`config.mk`:
```
export PLATFORM = sky130hd
export DESIGN_NAME = sel_mask_accum
export DESIGN_NICKNAME = d
export VERILOG_FILES = /design/src/rtl/sel_mask_accum.sv
export SDC_FILE = /design/constraint.sdc
export NUM_CORES = 1
export LEC_CHECK = 0
export ABC_AREA = 1
export BUFFER_PORTS_ARGS = -buffer_cell sky130_fd_sc_hd__buf_2
export CORE_MARGIN = 1
export CORE_UTILIZATION = 49
export DETAILED_ROUTE_END_ITERATION = 10
export GPL_TIMING_DRIVEN = 0
export PLACE_DENSITY = 0.75
export SLEW_MARGIN = 20
export SYNTH_ARGS = -nofsm -noshare
export SYNTH_HDL_FRONTEND = slang
export SYNTH_SLANG_ARGS = --single-unit
```
`constraint.sdc`:
```
create_clock -name clk -period 1.9 [get_ports clk]
set_input_delay 0 -clock clk [delete_from_list [all_inputs] [get_ports clk]]
set_output_delay 0 -clock clk [all_outputs]
set_load 0.01 [all_outputs]
```
`src/rtl/sel_mask_accum.sv`:
```
`default_nettype none
// ============================================================================
// Module   : sel_mask_accum
// Brief    : Accumulates a per-group lane selection mask from a stream of
//            select indices, with a term budget, duplicate/out-of-range
//            flags and a valid/ready group-close handshake.
// Revision : 1.0 - initial parametrised release
// ============================================================================
module sel_mask_accum #(
    parameter int NUM_OUT = 8,
    parameter int SEL_W   = 3,
    parameter int BUDGET  = 4,
    parameter int CNT_W   = 4
) (
    input  logic               clk,
    input  logic               reset,
    input  logic               clear,
    input  logic               in_valid,
    input  logic [SEL_W-1:0]   in_sel,
    input  logic               in_last,
    output logic               in_ready,
    output logic [NUM_OUT-1:0] mask_out,
    output logic [CNT_W-1:0]   set_count,
    output logic               out_valid,
    input  logic               out_ready,
    output logic               dup_pulse,
    output logic               drop_pulse
);

    typedef enum logic [0:0] {
        ST_ACCUM = 1'b0,
        ST_HOLD  = 1'b1
    } state_t;

    localparam logic [NUM_OUT-1:0] c_LANE0  = {{(NUM_OUT-1){1'b0}}, 1'b1};
    localparam logic [CNT_W-1:0]   c_BUDGET = CNT_W'(BUDGET);
    localparam logic [CNT_W-1:0]   c_ONE    = {{(CNT_W-1){1'b0}}, 1'b1};

    state_t             state_q, state_d;
    logic [NUM_OUT-1:0] mask_q, mask_d;
    logic [CNT_W-1:0]   cnt_q, cnt_d;
    logic               dup_q, dup_d;
    logic               drop_q, drop_d;

    logic               w_accept;
    logic               w_out_of_range;
    logic [NUM_OUT-1:0] w_onehot;
    logic               w_hit;

    assign w_accept       = in_valid && (state_q == ST_ACCUM);
    assign w_out_of_range = int'(in_sel) >= NUM_OUT;
    // The shift yields zero for out-of-range indices, so w_hit is safe to
    // evaluate for any select value.
    assign w_onehot       = c_LANE0 << in_sel;
    assign w_hit          = |(mask_q & w_onehot);

    always_comb begin
        state_d = state_q;
        mask_d  = mask_q;
        cnt_d   = cnt_q;
        dup_d   = 1'b0;
        drop_d  = 1'b0;
        case (state_q)
            ST_ACCUM: begin
                if (w_accept) begin
                    if (w_out_of_range) begin
                        drop_d = 1'b1;
                    end else if (w_hit) begin
                        dup_d = 1'b1;
                    end else if (cnt_q == c_BUDGET) begin
                        drop_d = 1'b1;
                    end else begin
                        mask_d = mask_q | w_onehot;
                        cnt_d  = cnt_q + c_ONE;
                    end
                    if (in_last) begin
                        state_d = ST_HOLD;
                    end
                end
            end
            ST_HOLD: begin
                if (out_ready) begin
                    mask_d  = '0;
                    cnt_d   = '0;
                    state_d = ST_ACCUM;
                end
            end
            default: begin
                state_d = ST_ACCUM;
                mask_d  = '0;
                cnt_d   = '0;
            end
        endcase
    end

    // Reset and clear have identical effect; a beat seen alongside either
    // is dropped silently.
    always_ff @(posedge clk) begin
        if (reset || clear) begin
            state_q <= ST_ACCUM;
            mask_q  <= '0;
            cnt_q   <= '0;
            dup_q   <= 1'b0;
            drop_q  <= 1'b0;
        end else begin
            state_q <= state_d;
            mask_q  <= mask_d;
            cnt_q   <= cnt_d;
            dup_q   <= dup_d;
            drop_q  <= drop_d;
        end
    end

    assign in_ready   = (state_q == ST_ACCUM);
    assign out_valid  = (state_q == ST_HOLD);
    assign mask_out   = mask_q;
    assign set_count  = cnt_q;
    assign dup_pulse  = dup_q;
    assign drop_pulse = drop_q;

endmodule
`default_nettype wire

```
==> results of run 1 <==
## layout by cell type, fill, tap and decap left out, types with 2 or more instances in the layout
| master | count |
|---|---|
| nor2_4 | 2 |
| dlygate4sd3_1 | 2 |
| nand4_1 | 5 |
| nand4_2 | 2 |
| nor2_1 | 4 |
| buf_2 | 21 |
| a21oi_1 | 12 |
| nor3_1 | 8 |
| inv_1 | 13 |
| nand2_1 | 14 |
| clkbuf_4 | 3 |
| dfxtp_1 | 15 |
| buf_6 | 3 |
| nand2_2 | 8 |
| nand3_1 | 6 |
| inv_4 | 3 |
| ha_1 | 2 |
## tightest hold or removal path: stages
cell	delay, ns
buf_2	0.07
nor2_1	0.07
nand2_1	0.08
a21oi_1	0.03
## repair_timing
| item | CTS | global route |
|---|---|---|
| endpoints found under the hold margin | 1 | 0 |
| resized for setup | 0 | 0 |
| hold buffers | 2 | 0 |
## synth_stat cells, drive strengths merged
library cell   n
nand2         23
inv           17
dfxtp         15
a21oi         13
nor3           8
nand3          7
nand4          7
nor2           7
buf            4
ha             2
a31oi          1
nor4           1
o21ai          1
o32ai          1
xor2           1
## power by group through the flow
stage	Sequential [W]	Combinational (W)	Clock (W)
floorplan	0.000336	0.0000738	0
global placement	0.000334	0.000100	0
detailed placement	0.000334	0.000102	0
CTS	0.000327	0.000104	0.000191
global route	0.000328	0.000115	0.000211
finish	0.000327	0.000105	0.000183
## per-stage QoR
stage,utilization,instances,hold slack (ns)
2_1_floorplan,-,108,0.1184
3_3_place_gp,0.6230,145,0.2260
3_5_place_dp,0.6230,145,0.2423
4_1_cts,0.6532,151,0.003575
5_1_grt,0.6532,151,0.005079
6_report,0.6532,151,0.006702
## sequential cells by signal, indices dropped and copies added (netlist names)
register	flops
drop_pulse	1
dup_pulse	1
mask_out	8
out_valid	1
set_count	4
## cells by family after synthesis
kind of cell | after synthesis | synth area share
buffers and inverters | 21 | 0.1401
AO/OA/AOI/OAI | 16 | 0.1109
XOR/XNOR | 1 | 0.01022
adder cells (fa/ha/maj) | 2 | 0.02919
flip-flops | 15 | 0.3504
AND/OR/NAND/NOR | 53 | 0.3591
## path summary, 6_finish.rpt
path	from	end	slack [ns]
hold reg to reg	mask_out[7]	mask_out[7]	0.47
hold / removal	reset	set_count[0]	0.007
setup / recovery	set_count[0]	mask_out[5]	0.33
setup reg to reg	set_count[0]	mask_out[5]	0.33
## final cells by class
| type | instances | area [µm²] |
|---|---|---|
| clock buffer | 3 | 22.52 |
| tap | 16 | 20.02 |
| clock inverter | 1 | 5.005 |
| multi-input combinational | 72 | 436.7 |
| buffer | 4 | 48.80 |
| fill | 153 | 546.8 |
| timing repair buffer | 23 | 125.1 |
| inverter | 17 | 71.32 |
| sequential | 15 | 300.3 |
## per-layer routing
metal,global-route usage,up-vias,share of wire
li1,-,419,-
met1,0.3018,345,0.49
met2,0.2567,20,0.44
met3,0.07917,5,0.051
met4,0.1250,0,0.023
met5,0,-,0
==> flow_metrics.tcl, run 1 <==
set metrics [dict create \
    drcViolationCount 1 \
    design_area_mm2 0.001030 \
    antenna_cells 0 \
    clk_latency_ns 0.29 \
    seqPwrFrac 0.532 \
    cp-end-kind "flop" \
    rr_worst_depth 8 \
    htreeDepth 1 \
    cp_num_buf_inv 2 \
    maxSlewHeadroom 0.7897 \
    cts_buffers 3 \
    ys_ff_latch 15 \
    vias 789 \
    grt_pass1_wl_mm 2.870 \
    combPwrFrac 0.170 \
    violations "design-rule violations" \
    cp-start-kind "flop" \
    worst_slew_pin_slew_ns 0.3143 \
    ys_top_cells_by_area "dfxtp_1, a21oi_1, nand2_1" \
    core-area_mm2 0.001577 \
    cp.depth 8 \
    rows 14 \
    crit_arrival_ns 1.79 \
    period_share 0.8276 \
    cts_tree "yes" \
    switching_power_w 0.0001734 \
    synth-seq-area-share 0.3504 \
    rsz0062_at_grt "no" \
    clock-sinks 15 \
    initial_core_util 0.5437 \
    vias_per_cell 5.225 \
    peakVddDrop_mv 0.3393 \
    yosysTopAreaCellShare 0.3504 \
    clk_path_buf_depth 2 \
    finalSetupViolations 0 \
    die_w_um 43.82 \
    avgRoutedWirePerCell_um 11.36 \
    synth_top_cell_by_area "dfxtp_1" \
    ys_warn_count 0 \
    min_path_type "in -> reg" \
    syn-instance-count 108 \
    outcome "finished with violations" \
    dieArea_mm2 0.001920 \
    path_delay_family "flip-flops" \
    ios 25 \
    slowest_stage "dfxtp_1" \
    io_buffers 21 \
    crit_fanout 10 \
    ant_nets 0 \
    antenna_found_initial 0 \
    netlist_area_um2 857.1 \
    power_frac_clock 0.297 \
    grt_max_degree 11 \
    synth_nets 119 \
    avgSynthCellArea_um2 7.936 \
    nets 147 \
    max_stage_delay_ns 0.39 \
    p_sw_frac 0.2823 \
    drtPass1Iterations 7 \
    drive_above_1_share 0.3704 \
    grt_usage 0.2093 \
    fmax_ghz 0.6359 \
    slew_viol_final 0 \
    synth_cell_type_count 25 \
    worst_clock_skew_ns 0.004592 \
    cts_setup_buffers 0 \
    intPower_w 0.0004407 \
    gp_congestion 0.7916 \
    min_path_cells 4 \
    place_hpwl_mm 1.258 \
    p_leak_nw 0.4667 \
    place_ws_ns 0.3335 \
    hold_violations 0 \
    worstSetupPathType "reg -> reg" \
    place_area_um2 982.2 \
    required_ns 2.12 \
    path_cells "inv_1 -> ha_1 -> a31oi_2 -> nand3_4 -> nand2_4 -> buf_8 -> nand2_2 -> a21oi_1" \
    drt_iter0_drc 32 \
    finalSetupTns_ns 0 \
    power_density_mw_per_mm2 596.3 \
    overflow 0 \
    finalWirelength_mm 1.716 \
    power_w 0.0006140 \
    final.min_clock_period_ns 1.572 \
    die_h_um 43.82 \
    setup_ws_ns 0.3275 \
    cts_root_buf "clkbuf_4" \
    clk_pin_slew_ns 0.09 \
    first_global_vias 657 \
    syn_to_final_growth_pct 20.15 \
    drv_cap 0 \
]
Note: power is estimated with default switching activity, not from simulation.
==> run 2: changes to the inputs <==
--- a/config.mk
+++ b/config.mk
@@ -8,10 +8,10 @@
 export ABC_AREA = 1
 export BUFFER_PORTS_ARGS = -buffer_cell sky130_fd_sc_hd__buf_2
 export CORE_MARGIN = 1
-export CORE_UTILIZATION = 49
+export CORE_UTILIZATION = 45
 export DETAILED_ROUTE_END_ITERATION = 10
 export GPL_TIMING_DRIVEN = 0
-export PLACE_DENSITY = 0.75
+export PLACE_DENSITY = 0.73
 export SLEW_MARGIN = 20
 export SYNTH_ARGS = -nofsm -noshare
 export SYNTH_HDL_FRONTEND = slang
==> constraint.sdc (replaced) <==
create_clock -name clk -period 1.3 [get_ports clk]
set_input_delay 0 -clock clk [delete_from_list [all_inputs] [get_ports clk]]
set_output_delay 0 -clock clk [all_outputs]
set_load 0.01 [all_outputs]
==> run 2 against run 1 <==
Net effect: the run ends with negative setup slack left; critical path depth did not move; sequential cell count unchanged; die area up 8.5%; hold slack better by 0.0047 ns; power rose by 58%; largest cell class unchanged; highest routed layer unchanged.
==> flow_metrics.tcl, run 2 (synthesis gave the netlist of run 1 again) <==
set metrics [dict create \
    outcome "finished with violations" \
    violations "negative setup slack" \
    startpoint "set_count[0]" \
    grt_usage 0.2252 \
    vias 840 \
    drcViolationCount 0 \
    grtUsageMet2 0.3343 \
    largest_reg_flops 8 \
    peakVddDrop_mv 0.5369 \
    cp-start-kind "flop" \
    vias_per_cell 5.030 \
    rows 15 \
    finalWirelength_mm 2.059 \
    place_hpwl_mm 1.334 \
    die_h_um 45.64 \
    io_buffers 21 \
    dieArea_mm2 0.002083 \
    grt_use_met1 0.3073 \
    drt_iter0_drc 21 \
    worstReg2RegStart "set_count[0]" \
    period_share 1.081 \
    maxSlewHeadroom 0.7620 \
    place_area_mm2 0.001010 \
    cts_root_buf "clkbuf_4" \
    design_area_mm2 0.001189 \
    die_w_um 45.64 \
    min_path_type "in -> reg" \
    grt_max_degree 11 \
    crit_arrival_ns 1.63 \
    slew_viol_final 0 \
    layout_common_cells "buf_2, nand2_1, inv_1, dfxtp_1" \
    grt_pass1_wl_mm 3.270 \
    nets 154 \
    drv_cap 0 \
    finalSetupTns_ns -0.8692 \
    hold_violations 0 \
    avgRoutedWirePerCell_um 12.33 \
    cts_tree "yes" \
    worst_slew_pin_slew_ns 0.3561 \
    clk_latency_ns 0.29 \
    drive_above_1_share 0.4789 \
    holdWs_ns 0.01137 \
    crit_fanout 5 \
    htreeDepth 1 \
    gp_congestion 0.8627 \
    fillers 159 \
    antenna_cells 0 \
    met3_usage 0.04762 \
    clock-sinks 15 \
    worst_clock_skew_ns 0.006754 \
    worstHoldStart "reset" \
    fmax_ghz 0.7113 \
    final.min_clock_period_ns 1.406 \
    setup_ws_ns -0.1059 \
    finalSetupViolations 10 \
    cts_buffers 3 \
    ant_nets 0 \
    clk_pin_slew_ns 0.09 \
    worstSetupPathType "reg -> reg" \
    overflow 0 \
    drtPass1Iterations 4 \
    initial_core_util 0.4858 \
    first_global_vias 751 \
    power_w 0.0009717 \
    syn_to_final_growth_pct 38.69 \
    required_ns 1.52 \
    cp-end-kind "flop" \
    grt.busiest_layer "met2" \
    rsz0062_at_grt "yes" \
    core-area_mm2 0.001764 \
    antenna_found_initial 0 \
    clk_path_buf_depth 2 \
    ios 25 \
    final_util 0.6738 \
    power_density_mw_per_mm2 817.5 \
    p_leak_nw 0.5374 \
    layout_commonest_cell "buf_2" \
]
[run 2: layout make-up]
type	count	area, µm²	area share
Multi-Input combinational cell	72	485.5	0.4084
Buffer	4	48.80	0.04105
Inverter	17	73.82	0.06211
Sequential cell	15	307.8	0.2589
Tap cell	25	31.28	0.02632
Clock buffer	4	26.28	0.02211
Timing Repair Buffer	30	215.2	0.1811
[run 2: repair_timing]
item                                    in CTS  in global routing
hold buffers                                 2                  0
endpoints found under the hold margin        1                  0
endpoints found under the setup margin      10                 12
setup buffers                                6                  0
resized for setup                            8                  5
pin swaps                                    2                  0
gates cloned                                 1                  0
[run 2: per-stage QoR]
stage | std cells | setup WS (ns)
3_3_place_gp | 154 | -0.07217
2_1_floorplan | 108 | 0.002863
6_report | 167 | -0.1059
4_1_cts | 167 | -0.08400
3_5_place_dp | 154 | -0.09384
5_1_grt | 167 | -0.1662
[run 2: critical path, cell delays in order, from the launching register on]
cell       delay [ns]
dfxtp_4          0.37
inv_4            0.04
ha_4             0.16
a31oi_4          0.16
nand3_4          0.12
nand2_4          0.09
bufbuf_16        0.26
nand2_2          0.04
a21oi_1          0.11
[run 2: routing by layer]
layer	share of wire	routed length (µm)
met4	0.027	56
met1	0.45	936
met2	0.47	967
met3	0.048	98
met5	0	0
[run 2: worst paths after layout]
path	to	slack [ns]	cells past startpoint
setup / recovery	mask_out[2]	-0.11	8
hold / removal	set_count[0]	0.01	4
setup reg to reg	mask_out[2]	-0.11	8
hold reg to reg	mask_out[1]	0.48	2
[run 2: report_power, final]
group          switching, W  internal, W
Combinational      0.000110     0.000113
Clock              0.000152     0.000119
Sequential        0.0000101     0.000467
Total              0.000272     0.000699
==> run 3: changes to the inputs <==
--- a/config.mk
+++ b/config.mk
@@ -12,6 +12,7 @@
 export DETAILED_ROUTE_END_ITERATION = 10
 export GPL_TIMING_DRIVEN = 0
 export PLACE_DENSITY = 0.73
+export REMOVE_ABC_BUFFERS = 1
 export SLEW_MARGIN = 20
 export SYNTH_ARGS = -nofsm -noshare
 export SYNTH_HDL_FRONTEND = slang
==> run 3 against run 2 <==
Net effect: the flow still finishes with violations (negative setup slack); register-to-register slack better by 0.08 ns; combinational power is 22% lower; sequential power hardly changed; first-iteration DRC count is 4.8% lower; non-clock buffer count is 4 lower; maximum frequency is 5.7% higher; die area stayed put; clock skew is 0.0028 ns lower.
==> flow_metrics.tcl, run 3 (synthesis gave the netlist of run 1 again) <==
set metrics [dict create \
    slew_viol_final 0 \
    crit_fanout 6 \
    p_sw_frac 0.2894 \
    grt_usage 0.1965 \
    initial_core_util 0.4858 \
    place_hpwl_mm 1.267 \
    syn_to_final_growth_pct 28.91 \
    cts_tree "yes" \
    met3_usage 0.03968 \
    first_global_vias 656 \
    cts_buffers 3 \
    slowest_stage "dfxtp_2" \
    largest_reg_flops 8 \
    core-area_mm2 0.001764 \
    clk_latency_ns 0.28 \
    layout_commonest_cell "buf_2" \
    worst_clock_skew_ns 0.003948 \
    power_density_mw_per_mm2 829.8 \
    hold_violations 0 \
    place_inst 153 \
    drcViolationCount 0 \
    rows 15 \
    finalWirelength_mm 2.068 \
    intPower_w 0.0006515 \
    dieArea_mm2 0.002083 \
    combPwrFrac 0.191 \
    io_buffers 24 \
    ant_nets 0 \
    worst_slew_pin_slew_ns 0.3954 \
    clk_path_buf_depth 2 \
    fmax_ghz 0.7517 \
    setup_ws_ns -0.03040 \
    clk_pin_slew_ns 0.09 \
    final_util 0.6262 \
    die_w_um 45.64 \
    seqPwrFrac 0.520 \
    crit_arrival_ns 1.54 \
    maxSlewHeadroom 0.7358 \
    rsz0062_at_grt "yes" \
    antenna_cells 0 \
    power_frac_clock 0.289 \
    vias 856 \
    gp_congestion 0.7679 \
    antenna_found_initial 0 \
    overflow 0 \
    drive_above_1_share 0.4676 \
    drt_iter0_drc 20 \
    peakVddDrop_mv 0.7244 \
    htreeDepth 1 \
    layout.cells.non_filler 164 \
    outcome "finished with violations" \
    grt_max_degree 11 \
    p_leak_nw 0.4887 \
    finalSetupViolations 8 \
    cts_root_buf "clkbuf_4" \
    grt.busiest_layer "met2" \
    period_share 1.023 \
    avgRoutedWirePerCell_um 12.61 \
    ios 25 \
    clock-sinks 15 \
    drv_cap 0 \
    grt_use_met1 0.2787 \
    switching_power_w 0.0002653 \
    violations "negative setup slack" \
    min_path_type "in -> reg" \
    grtUsageMet2 0.2971 \
    vias_per_cell 5.220 \
    cp-end-kind "flop" \
    path_cells "inv_2 -> ha_4 -> a31oi_4 -> nand3_4 -> nand2_8 -> nand2_4 -> a21oi_2" \
    required_ns 1.51 \
    layout_common_cells "buf_2, nand2_1, inv_1, dfxtp_1" \
    drtPass1Iterations 4 \
    die_h_um 45.64 \
    max_stage_delay_ns 0.36 \
    worstSetupPathType "reg -> reg" \
    nets 151 \
    grt_pass1_wl_mm 2.973 \
    final.min_clock_period_ns 1.330 \
    cp-start-kind "flop" \
]
[run 3: changes by cell type in the layout (fill, tap and decap cells not counted)]
cell       before  now
buf_2          21   24
buf_6           3    0
nand2_2         7   10
a21oi_1         8   10
a21oi_2         5    3
nand2_1        13   11
buf_12          1    0
buf_4           5    4
buf_8           1    0
bufbuf_16       1    0
inv_2           2    3
inv_4           4    3
nand2_4         3    2
nand2_8         0    1
[run 3: timing repair]
| item | CTS | global route |
|---|---|---|
| resized for setup | 5 | 12 |
| hold endpoints to repair | 1 | 0 |
| setup endpoints to repair | 12 | 11 |
| cloned | 1 | 0 |
| hold buffers | 2 | 0 |
| setup buffers | 3 | 1 |
| pin swaps | 5 | 3 |
[run 3: path summary, 6_finish.rpt]
check | cells after the start | slack, ns | from | end
worst max-delay path | 7 | -0.03 | set_count[0] | mask_out[5]
worst min-delay path | 4 | 0.03 | reset | set_count[2]
worst max register to register | 7 | -0.03 | set_count[0] | mask_out[5]
worst min register to register | 2 | 0.47 | mask_out[6] | mask_out[6]
[run 3: layer usage]
layer	wire, µm	part of all wire
met1	895	0.43
met2	1048	0.51
met3	110	0.053
met4	12	0.0058
met5	0	0
[run 3: worst max-delay path, delay by kind of cell, from the launching register on]
kind	cells	cell delay (ns)
buf+inv	1	0.06
simple gates	3	0.35
flops	1	0.36
compound gates	2	0.32
fa+ha+maj	1	0.17
[run 3: stage by stage]
step | TNS, ns | hold WS [ns] | total power [W] | cell area, µm² | setup slack, ns
2_1_floorplan | -1.429 | 0.1184 | 0.0005682 | 808.3 | -0.1617
3_3_place_gp | -1.729 | 0.2225 | 0.0006166 | 959.7 | -0.1948
3_5_place_dp | -2.071 | 0.2322 | 0.0006203 | 959.7 | -0.2179
4_1_cts | 0 | 0.01534 | 0.0009108 | 1062 | 0.006844
5_1_grt | -0.6798 | 0.02767 | 0.0009637 | 1105 | -0.08977
6_report | -0.1210 | 0.02766 | 0.0009168 | 1105 | -0.03040
[run 3: cell type report]
cell class,instances,area [µm²]
clock buffer,4,26.28
fill,159,659.4
inverter,17,71.32
multi-input combinational,73,498.0
sequential,15,307.8
tap,25,31.28
timing repair buffer,30,170.2
[run 3: power by group through the flow]
stage               registers [W]  logic (W)  clock network [W]
floorplan                0.000491  0.0000771                  0
global placement         0.000488   0.000129                  0
detailed placement       0.000488   0.000132                  0
CTS                      0.000477   0.000159           0.000275
global route             0.000478   0.000187           0.000298
finish                   0.000477   0.000175           0.000265
